<file path="config.mk">
export PLATFORM = sky130hd
export DESIGN_NAME = instruction_fetch
export DESIGN_NICKNAME = d
export VERILOG_FILES = /design/src/rtl/instruction_fetch.sv
export SDC_FILE = /design/constraint.sdc
export NUM_CORES = 1
export LEC_CHECK = 0
export CAP_MARGIN = 25
export CORE_ASPECT_RATIO = 0.7
export CORE_UTILIZATION = 49
export DETAILED_ROUTE_END_ITERATION = 8
export GPL_ROUTABILITY_DRIVEN = 0
export PLACE_DENSITY = 0.77
export SETUP_SLACK_MARGIN = 0.02
export SLEW_MARGIN = 20
export SYNTH_ARGS = -nofsm -noshare
export SYNTH_HDL_FRONTEND = slang
export SYNTH_SLANG_ARGS = --single-unit
</file>
<file path="constraint.sdc">
create_clock -name clk -period 3.4 [get_ports clk]
set_input_delay 0.68 -clock clk [delete_from_list [all_inputs] [get_ports clk]]
set_output_delay 0.68 -clock clk [all_outputs]
set_load 0.005 [all_outputs]
</file>
<file path="src/rtl/instruction_fetch.sv">
// instruction_fetch: IF stage with credit-limited fetch buffer, in-order response capture and redirect squashing
module instruction_fetch #(
  parameter logic [31:0] RESET_PC   = 32'h0000_0000,
  parameter int          FIFO_DEPTH = 2
) (
  input  logic        clk,
  input  logic        rst_n,
  input  logic        clk_en,
  input  logic        stall,
  input  logic        branch_taken,
  input  logic [31:0] jump_addr,
  output logic        imem_req,
  output logic [31:0] imem_addr,
  input  logic        imem_ready,
  input  logic        imem_rvalid,
  input  logic [31:0] imem_rdata,
  output logic [31:0] inst,
  output logic [31:0] pc,
  output logic        inst_valid
);
  localparam int CW = $clog2(FIFO_DEPTH + 1);
  localparam int PW = FIFO_DEPTH > 1 ? $clog2(FIFO_DEPTH) : 1;
  localparam logic [31:0] NOP = 32'h0000_0013;
  localparam logic [CW:0] DEPTH_W = (CW + 1)'(FIFO_DEPTH);
  localparam logic [PW-1:0] LAST = PW'(FIFO_DEPTH - 1);
  logic [31:0] fetch_pc_q, fetch_pc_d;
  logic [CW-1:0] outstanding_q, outstanding_d, drop_cnt_q, drop_cnt_d, count_q, count_d;
  logic [PW-1:0] wr_ptr_q, wr_ptr_d, rd_ptr_q, rd_ptr_d;
  logic [63:0] fifo_q [FIFO_DEPTH];
  logic [63:0] fifo_d [FIFO_DEPTH];
  logic [31:0] inst_q, inst_d, pc_q, pc_d;
  logic inst_valid_q, inst_valid_d;
  logic redirect, pop, accept, resp, push, unused_jump;
  logic [CW:0] credit;
  logic [63:0] head;
  function automatic logic [PW-1:0] nxt(input logic [PW-1:0] p);
    return p == LAST ? '0 : p + PW'(1);
  endfunction
  // handshake decode; an entry leaving the buffer this cycle frees its credit so fetch sustains one per cycle
  always_comb begin
    redirect = clk_en & branch_taken;
    pop = clk_en & ~branch_taken & ~stall & (count_q != '0);
    credit = {1'b0, outstanding_q} + {1'b0, count_q} - (CW + 1)'(pop);
    imem_req = rst_n & clk_en & ~branch_taken & (credit < DEPTH_W);
    imem_addr = fetch_pc_q;
    accept = imem_req & imem_ready;
    resp = imem_rvalid & (outstanding_q != '0);
    push = resp & (drop_cnt_q == '0) & ~redirect;
    head = fifo_q[rd_ptr_q];
    unused_jump = ^jump_addr[1:0];
  end
  // next state: fetch pointer, credit counters, buffer and IF/ID register
  always_comb begin
    fetch_pc_d = redirect ? {jump_addr[31:2], 2'b00} : accept ? fetch_pc_q + 32'd4 : fetch_pc_q;
    outstanding_d = outstanding_q + CW'(accept) - CW'(resp);
    drop_cnt_d = redirect ? outstanding_q - CW'(resp) : (resp && drop_cnt_q != '0) ? drop_cnt_q - CW'(1) : drop_cnt_q;
    fifo_d = fifo_q;
    if (push) fifo_d[wr_ptr_q] = {fetch_pc_q - (32'(outstanding_q) << 2), imem_rdata};
    wr_ptr_d = redirect ? '0 : push ? nxt(wr_ptr_q) : wr_ptr_q;
    rd_ptr_d = redirect ? '0 : pop ? nxt(rd_ptr_q) : rd_ptr_q;
    count_d = redirect ? '0 : count_q + CW'(push) - CW'(pop);
    inst_d = redirect ? NOP : (!clk_en || stall) ? inst_q : pop ? head[31:0] : NOP;
    pc_d = pop ? head[63:32] : pc_q;
    inst_valid_d = redirect ? 1'b0 : (!clk_en || stall) ? inst_valid_q : pop;
  end
  // state registers with asynchronous active-low reset
  always_ff @(posedge clk or negedge rst_n) begin
    if (!rst_n) begin
      fetch_pc_q <= RESET_PC;
      outstanding_q <= '0;
      drop_cnt_q <= '0;
      count_q <= '0;
      wr_ptr_q <= '0;
      rd_ptr_q <= '0;
      fifo_q <= '{default: '0};
      inst_q <= NOP;
      pc_q <= '0;
      inst_valid_q <= 1'b0;
    end else begin
      fetch_pc_q <= fetch_pc_d;
      outstanding_q <= outstanding_d;
      drop_cnt_q <= drop_cnt_d;
      count_q <= count_d;
      wr_ptr_q <= wr_ptr_d;
      rd_ptr_q <= rd_ptr_d;
      fifo_q <= fifo_d;
      inst_q <= inst_d;
      pc_q <= pc_d;
      inst_valid_q <= inst_valid_d;
    end
  end
  assign inst = inst_q;
  assign pc = pc_q;
  assign inst_valid = inst_valid_q;
endmodule
</file>
Word-level counts from Yosys, hierarchy flattened

Index checks and enable logic that the tools add are counted.

Logic and storage cells: 78
Bits of input ports: 71
Bits in registers: 233
Output and inout bits: 98

Reductions and logical operators: 12
Magnitude comparators: 4
Add/subtract/negate cells: 12
Equal/unequal tests: 1
Bitwise logic cells: 16
Muxes and demuxes: 22

Operators with widths:

| kind                  | count |
|---|---|
| $mux 64               | 4 |
| $mux 32               | 5 |
| $bwmux 128            | 1 |
| $demux 64 s1          | 1 |
| $add 32x3->32 const B | 1 |
| $sub 32x4->32         | 1 |
| $reduce_bool 2->1     | 7 |
| $and 1x1->1           | 11 |
| $mux 1                | 8 |
| $mux 2                | 3 |
| $sub 2x1->2           | 3 |
| $add 2x1->2           | 2 |
| $ge 2x2->1 const B    | 2 |
| $not 1->2             | 2 |
| $add 2x2->3           | 1 |
| $lt 3x2->1 const B    | 1 |
| $not 1->1             | 3 |
| $sub 3x1->3           | 1 |
| $add 1x1->1 const B   | 2 |
| $logic_and 1x1->1     | 2 |
| $logic_not 2->1       | 1 |
| $lt 2x1->1 const B    | 1 |
| $ne 2x2->1 const B    | 1 |
| $sub 2x1->2 const B   | 1 |
| other kinds (2)       | 2 |

Longest topological paths before layout

Gate-level depths: netlist of run 1.

Depth in word-level cells: 10
Mapped depth: 16
Gate-level depth less buffers: 14

Least setup slack after synthesis of run 1

Ideal clock, no wire load.

Path kind: input port to flip-flop
From: in stall
To: reg outstanding_q[1]
Buffers on the path: 2
Library setup time: 127 ps
Arrival time: 3635 ps
Cell stages on the path: 16
Required time: 3273 ps
Slack: -362 ps
Path through: nor2_1 o211ai_1 clkbuf_1 inv_1 ha_1 nand2b_1 fa_1 and3_1 and4b_1 clkbuf_1 clkinv_1 ha_1 inv_1 ha_1 xnor2_1 xnor2_1

Longest elaborated chain between the ends: 9

Ends and longest elaborated chain:

| element                    | line | text |
|---|---|---|
| from (decl)                | 9    | `input logic stall,` |
| $not 1->1                  | 42   | `pop = clk_en & ~branch_taken & ~stall & (count_q != '0);` |
| $and 1x1->1 (2 in series)  | 42   |  |
| $sub 3x1->3                | 43   | `credit = {1'b0, outstanding_q} + {1'b0, count_q} - (CW + 1)'(pop);` |
| $lt 3x2->1                 | 44   | `imem_req = rst_n & clk_en & ~branch_taken & (credit < DEPTH_W);` |
| $and 1x1->1                | 44   |  |
| $and 1x1->1                | 46   | `accept = imem_req & imem_ready;` |
| $add 2x1->2                | 55   | `outstanding_d = outstanding_q + CW'(accept) - CW'(resp);` |
| $sub 2x1->2                | 55   |  |
| named net outstanding_d[1] | 27   | `logic [CW-1:0] outstanding_q, outstanding_d, drop_cnt_q, drop_cnt_d, count_q, count_d;` |
| to (signal assigned)       | 81   | `outstanding_q <= outstanding_d;` |
| to (decl)                  | 27   |  |

The timed path passes the listed nets, and every way through them passes these cells.
A chain may end at the register's enable or synchronous reset.

Final worst setup path of run 1

From: reg count_q[1]
To: out imem_req

Longest elaborated chain between the ends: 5
Elaborated cells on any way between the ends: 6

Ends and longest elaborated chain:

| element                                             | line | text |
|---|---|---|
| from (decl)                                         | 27   |  |
| from (signal assigned)                              | 83   | `count_q <= count_d;` |
| branches (longest 2 deep; another with $add 2x2->3) | n/a  |  |
| $sub 3x1->3 *                                       | 43   |  |
| $lt 3x2->1 *                                        | 44   |  |
| $and 1x1->1 *                                       | 44   |  |
| to (decl)                                           | 12   | `output logic imem_req,` |

Mark *: on every way between the ends.

==> results of run 1 <==
==> report_power, final <==
part | internal [mW] | leakage, nW | switching, mW
Combinational | 1.45 | 2.55 | 1.41
Sequential | 3.61 | 2.88 | 0.720
Clock | 1.44 | 0.355 | 1.01
==> stage by stage <==
step	instance area, sq um	setup slack [ps]	TNS, ps	cells	utilization (%)
2_1_floorplan	10500	24.1	0	1114	-
3_3_place_gp	12300	-410	-4360	1498	59.1
3_5_place_dp	12300	-504	-7310	1498	59.1
4_1_cts	13000	37.5	0	1541	62.8
5_1_grt	13100	-30.1	-30.1	1541	62.9
6_report	13100	88.7	0	1541	62.9
==> area by class of cell <==
type	count	area share, %
clock inverters	4	0.374
flip-flops and latches	225	43.2
repair buffers	191	14.4
well taps	276	2.64
inverters	17	0.690
multi-input cells	792	33.5
clock buffers	36	5.17
==> sequential cells by signal (all words and copies together) (netlist names) <==
signal,count
count_q,2
rd_ptr_q,1
drop_cnt_q,2
inst,32
pc,30
inst_valid,1
wr_ptr_q,1
fifo_q,124
imem_addr,30
outstanding_q,2
==> worst max-delay path, delay by kind of cell, from the launching register on <==
kind | cells | cell delay [ps]
buf+inv | 2 | 350
fa+ha+maj | 2 | 700
compound gates | 1 | 220
flops | 1 | 390
simple gates | 4 | 470
==> metal layers <==
layer | GRT usage (%) | vias to the layer above | wire length (um)
met3 | 4.00 | 27 | 1820
met1 | 36.8 | 4038 | 12400
met5 | 0 | - | 0
met4 | 3.86 | 0 | 273
met2 | 34.3 | 276 | 11000
li1 | - | 3986 | -
==> cells by family after synthesis <==
group / count (synthesis) / synth area share, %
AO/OA/AOI/OAI: 170 / 8.90
XOR/XNOR: 52 / 4.38
adder cells (fa/ha/maj): 13 / 1.71
buffers and inverters: 97 / 4.43
flip-flops: 225 / 54.2
multiplexers: 63 / 6.06
other: 1 / 0.0360
AND/OR/NAND/NOR: 490 / 20.3
==> layout by cell type (no fill, tap or decap), types with 4 or more instances in the layout <==
master / n
a21oi_1: 8
a22oi_1: 4
and2_1: 4
and3_1: 5
buf_12: 4
buf_4: 25
clkbuf_1: 8
clkbuf_16: 23
clkbuf_8: 5
clkdlybuf4s50_1: 157
conb_1: 4
dfrtp_1: 221
ha_1: 10
inv_1: 15
mux2i_1: 63
nand2_1: 353
nand3_1: 19
nand4_1: 21
nor2_1: 30
nor2_2: 4
nor2b_1: 4
nor3_1: 11
nor4_1: 11
o211ai_1: 7
o21ai_0: 132
o22ai_1: 5
or4_1: 4
xnor2_1: 23
xor2_1: 28
==> worst max path at each step <==
stage | startpoint | endpoint | slack, ps | depth (start not counted)
finish | count_q[1] | imem_req | 90 | 9
global route | count_q[1] | imem_req | -30 | 9
CTS | count_q[0] | imem_req | 40 | 9
detailed placement | branch_taken | imem_req | -500 | 11
global placement | branch_taken | imem_req | -410 | 11
floorplan | stall | outstanding_q[1] | 20 | 16
==> what timing repair did <==
item / CTS / global route
resized for setup: 10 / 5
pin swaps: 4 / 5
gates cloned: 0 / 0
hold buffers: 0 / 0
buffers inserted: 3 / 0
endpoints found under the setup margin: 2 / 5
==> results.toml, run 1 <==
[global_route]
grt_max_degree = 182
grt.total_usage_pct = 23.5
overflow = 0
grt_pass1_wl_mm = 40.6
antenna_found_initial = 0
grt_pass1_vias = 7670

[timing]
rsz0062_at_grt = "true"
setup_viol = 0
fin_crit_ps = 3310
worst_pin_slew_ps = 1050
whs_ps = 281
fin_skew_ps = 11.7
timing.fmax_ghz = 0.302
hold_viol = 0
finalCritPeriodShare_pct = 97.4
slew_headroom_pct = 30.2
finalMaxSlewViolations = 0

[synth]
synth_warnings = 0
yosys.area.top_type_share_pct = 53.4
synth_edf_count = 0
async_flop_share_pct = 100
yosys-top-cells-count = "nand2_1 (354), dfrtp_1 (222), o21ai_0 (132), mux2i_1 (63), clkbuf_1 (54)"
synth_seq_cells = 225
synth.area.top_cells = "dfrtp_1 (53%), nand2_1 (13%), o21ai_0 (6.4%), mux2i_1 (6.1%), xor2_1 (2.4%)"
syn-cell-area_sq_um = 10400
syn_inst = 1111
syn_avg_cell_area_sq_um = 9.36
ys_types = 56
synth_most_common_cell = "nand2_1"
ys_seq_area_share_pct = 54.2
synth_flop_cell = "dfrtp_1"
yosysTopAreaCell = "dfrtp_1"

[place]
dpl.hpwl_mm = 16.7
portBuffers = 162

[die]
core-area_sq_um = 20800
io_pins = 169
start_util_pct = 50.1
num_rows = 44
dieArea_sq_um = 21800
fp.dieH_um = 124
die_width_um = 176

[power_and_ir_drop]
p_leak_nw = 5.78
report.power.total_mw = 9.63
cellPowerDensity_nw_per_um2 = 738
vdd_drop_max_v = 0.000402

[min_path]
hold_class = "primary input to async pin"

[detailed_routing]
viasPerCell = 5.40
postRouteAntennaNets = 0
firstDrtPassIters = 5
drt_wl_total_mm = 25.5
wire_per_inst_um = 16.5
drt_iter0_markers = 890
vias = 8327
drc = 0

[cts]
clock_sinks = 225
cts-root-buf = "clkbuf_16"
clk_pin_slew_ps = 70
cts_buffers = 23
cts_max_level = 1
cts_buffer_depth = 3
clkLatencyLatePin_ps = 500
cts_tree = "done"

[job]
maxCapViolCount = 0

[critical_path]
r2r-end = "imem_addr[12]"
r2r_start = "count_q[1]"
worstRegToRegCells = 13
path_cells = "o211ai_1, bufinv_8, ha_4, nand2b_4, fa_1, and3_4, nand2_2, nor2_2, buf_2"
crit_slowest_cell = "fa_1"
crit_fanout = 2
arrival_ps = 2630
endpoint_kind = "primary output"
cp_data_required_time_ps = 2720
slowest_delay_ps = 500
r2r_slack_ps = 160
critPathKind = "register to primary output"
worst_setup_path_start_kind = "register"

[cells_and_area]
multi_input_area_sq_um = 4370
syn_to_final_growth_pct = 25.5
final_nets = 1334
diodes = 0
area.sequential_sq_um = 5640
drive_above_1_share_pct = 7.11
fillers = 1706

[status]
outcome = "finished, final reports clean"
(Power assumes the default switching activity.)
==> run 2, diff against run 1 <==
--- a/config.mk
+++ b/config.mk
@@ -12,7 +12,6 @@
 export GPL_ROUTABILITY_DRIVEN = 0
 export PLACE_DENSITY = 0.77
 export SETUP_SLACK_MARGIN = 0.02
-export SLEW_MARGIN = 20
 export SYNTH_ARGS = -nofsm -noshare
 export SYNTH_HDL_FRONTEND = slang
 export SYNTH_SLANG_ARGS = --single-unit
==> results of run 2 <==
Final layout, timing and power as in run 1 (identical DEF).
==> run 3, diff against run 2 <==
--- a/config.mk
+++ b/config.mk
@@ -12,6 +12,7 @@
 export GPL_ROUTABILITY_DRIVEN = 0
 export PLACE_DENSITY = 0.77
 export SETUP_SLACK_MARGIN = 0.02
+export SKIP_CTS_REPAIR_TIMING = 1
 export SYNTH_ARGS = -nofsm -noshare
 export SYNTH_HDL_FRONTEND = slang
 export SYNTH_SLANG_ARGS = --single-unit
==> run 3 against run 2 <==
Against the previous run: combinational power barely moved; sequential share of layout area barely moved; register-to-register slack got worse by 20 ps; maximum frequency fell by 4.3%; sequential power barely moved; the flow now finishes with violations (setup timing); global-route usage barely moved; total power barely moved; setup slack got worse by 150 ps; clock power barely moved; first-iteration DRC count rose by 1.6%.
==> results.toml, run 3 (same netlist as run 1, synthesis figures left out) <==
[cts]
clock_sinks = 225
cts-root-buf = "clkbuf_16"
cts_max_level = 1
cts_buffers = 23
cts_buffer_depth = 3
clkLatencyLatePin_ps = 500
cts_tree = "done"
clk_pin_slew_ps = 60

[cells_and_area]
final_core_util_pct = 62.9
final_common_cell = "nand2_1"
final_cell_mix = "nand2_1 (353), dfrtp_1 (221), clkdlybuf4s50_1 (157), o21ai_0 (132), mux2i_1 (63)"
largest_reg_flops = 124
max_flop_register = "fifo_q"
stdcell_area_sq_um = 13100
syn_to_final_growth_pct = 25.5
final_nets = 1333
drive_above_1_share_pct = 6.88
diodes = 0
final_cells = 1540

[timing]
slew_headroom_pct = 28.4
finalWorstSetupSlack_ps = -58.7
timing.fmax_ghz = 0.289
finalCritPeriodShare_pct = 102
fin_skew_ps = 9.60
worst_pin_slew_ps = 1070
rsz0062_at_grt = "true"
finalSetupTns_ps = -58.7
hold_viol = 0
fin_crit_ps = 3460
setup_viol = 1
finalMaxSlewViolations = 0

[critical_path]
r2r_slack_ps = 140
worstRegToRegCells = 12
cp_top_family = "adder cells"
cp_num_buf_inv = 2
crit_slowest_cell = "fa_1"
r2r_start = "count_q[1]"
arrival_ps = 2780
crit_fanout = 4
critPathKind = "register to primary output"
path_cells = "o211ai_1, bufinv_8, ha_4, nand2b_4, fa_1, and3_4, nand2_2, nor2_2, clkbuf_2"
r2r-end = "imem_addr[12]"
endpoint_kind = "primary output"
cp_data_required_time_ps = 2720
worst_setup_path_start_kind = "register"
slowest_delay_ps = 560

[power_and_ir_drop]
report.power.total_mw = 9.62
cellPowerDensity_nw_per_um2 = 737
vdd_drop_max_v = 0.000401
p_leak_nw = 5.80

[status]
outcome = "finished with violations"
violations = "setup timing"

[die]
start_util_pct = 50.1
dieArea_sq_um = 21800
fp.dieH_um = 124
num_rows = 44
die_width_um = 176
io_pins = 169
core-area_sq_um = 20800

[place]
dpl_cell_area_sq_um = 12300
portBuffers = 162
dpl.hpwl_mm = 16.7
dp_cells = 1498

[min_path]
hold_class = "primary input to async pin"

[detailed_routing]
viasPerCell = 5.42
drc = 0
drt_iter0_markers = 904
vias = 8347
wire_per_inst_um = 16.6
postRouteAntennaNets = 0
firstDrtPassIters = 5
drt_wl_total_mm = 25.5

[global_route]
grt_pass1_wl_mm = 40.6
antenna_found_initial = 0
grt_pass1_vias = 7645
grt_max_degree = 182
grt.total_usage_pct = 23.5
overflow = 0

[job]
maxCapViolCount = 0
run 3: worst max-delay path by stage:
| stage | slack [ps] | startpoint | to | depth (start not counted) |
|---|---|---|---|---|
| after floorplan | 20 | stall | outstanding_q[1] | 16 |
| after global placement | -410 | branch_taken | imem_req | 11 |
| after detailed placement | -500 | branch_taken | imem_req | 11 |
| after CTS | -540 | branch_taken | imem_req | 11 |
| after global routing | -150 | count_q[1] | imem_req | 9 |
| final | -60 | count_q[1] | imem_req | 9 |
run 3: report_power, final:
group	internal (mW)	switching (mW)	leakage, nW
logic	1.45	1.41	2.56
clock network	1.44	1.01	0.355
registers	3.61	0.720	2.88
total	6.49	3.14	5.80
run 3: stage by stage:
| stage | hold slack (ps) | setup slack [ps] |
|---|---|---|
| 6_report | 277 | -58.7 |
| 5_1_grt | 310 | -150 |
| 4_1_cts | 293 | -541 |
| 3_5_place_dp | 462 | -504 |
| 3_3_place_gp | 456 | -410 |
| 2_1_floorplan | 384 | 24.1 |
run 3: area by class of cell:
class | count | area (sq um)
Clock inverter | 4 | 48.8
Inverter | 17 | 90.1
Fill cell | 1704 | 7700
Tap cell | 276 | 345
Clock buffer | 36 | 674
Multi-Input combinational cell | 792 | 4370
Sequential cell | 225 | 5640
Timing Repair Buffer | 190 | 1890
run 3: per-layer routing:
metal | up-vias | track usage, % | routed length (um)
li1 | 3987 | - | -
met1 | 4055 | 36.7 | 12500
met2 | 280 | 34.3 | 11000
met3 | 25 | 4.30 | 1810
met4 | 0 | 3.80 | 272
met5 | - | 0 | 0
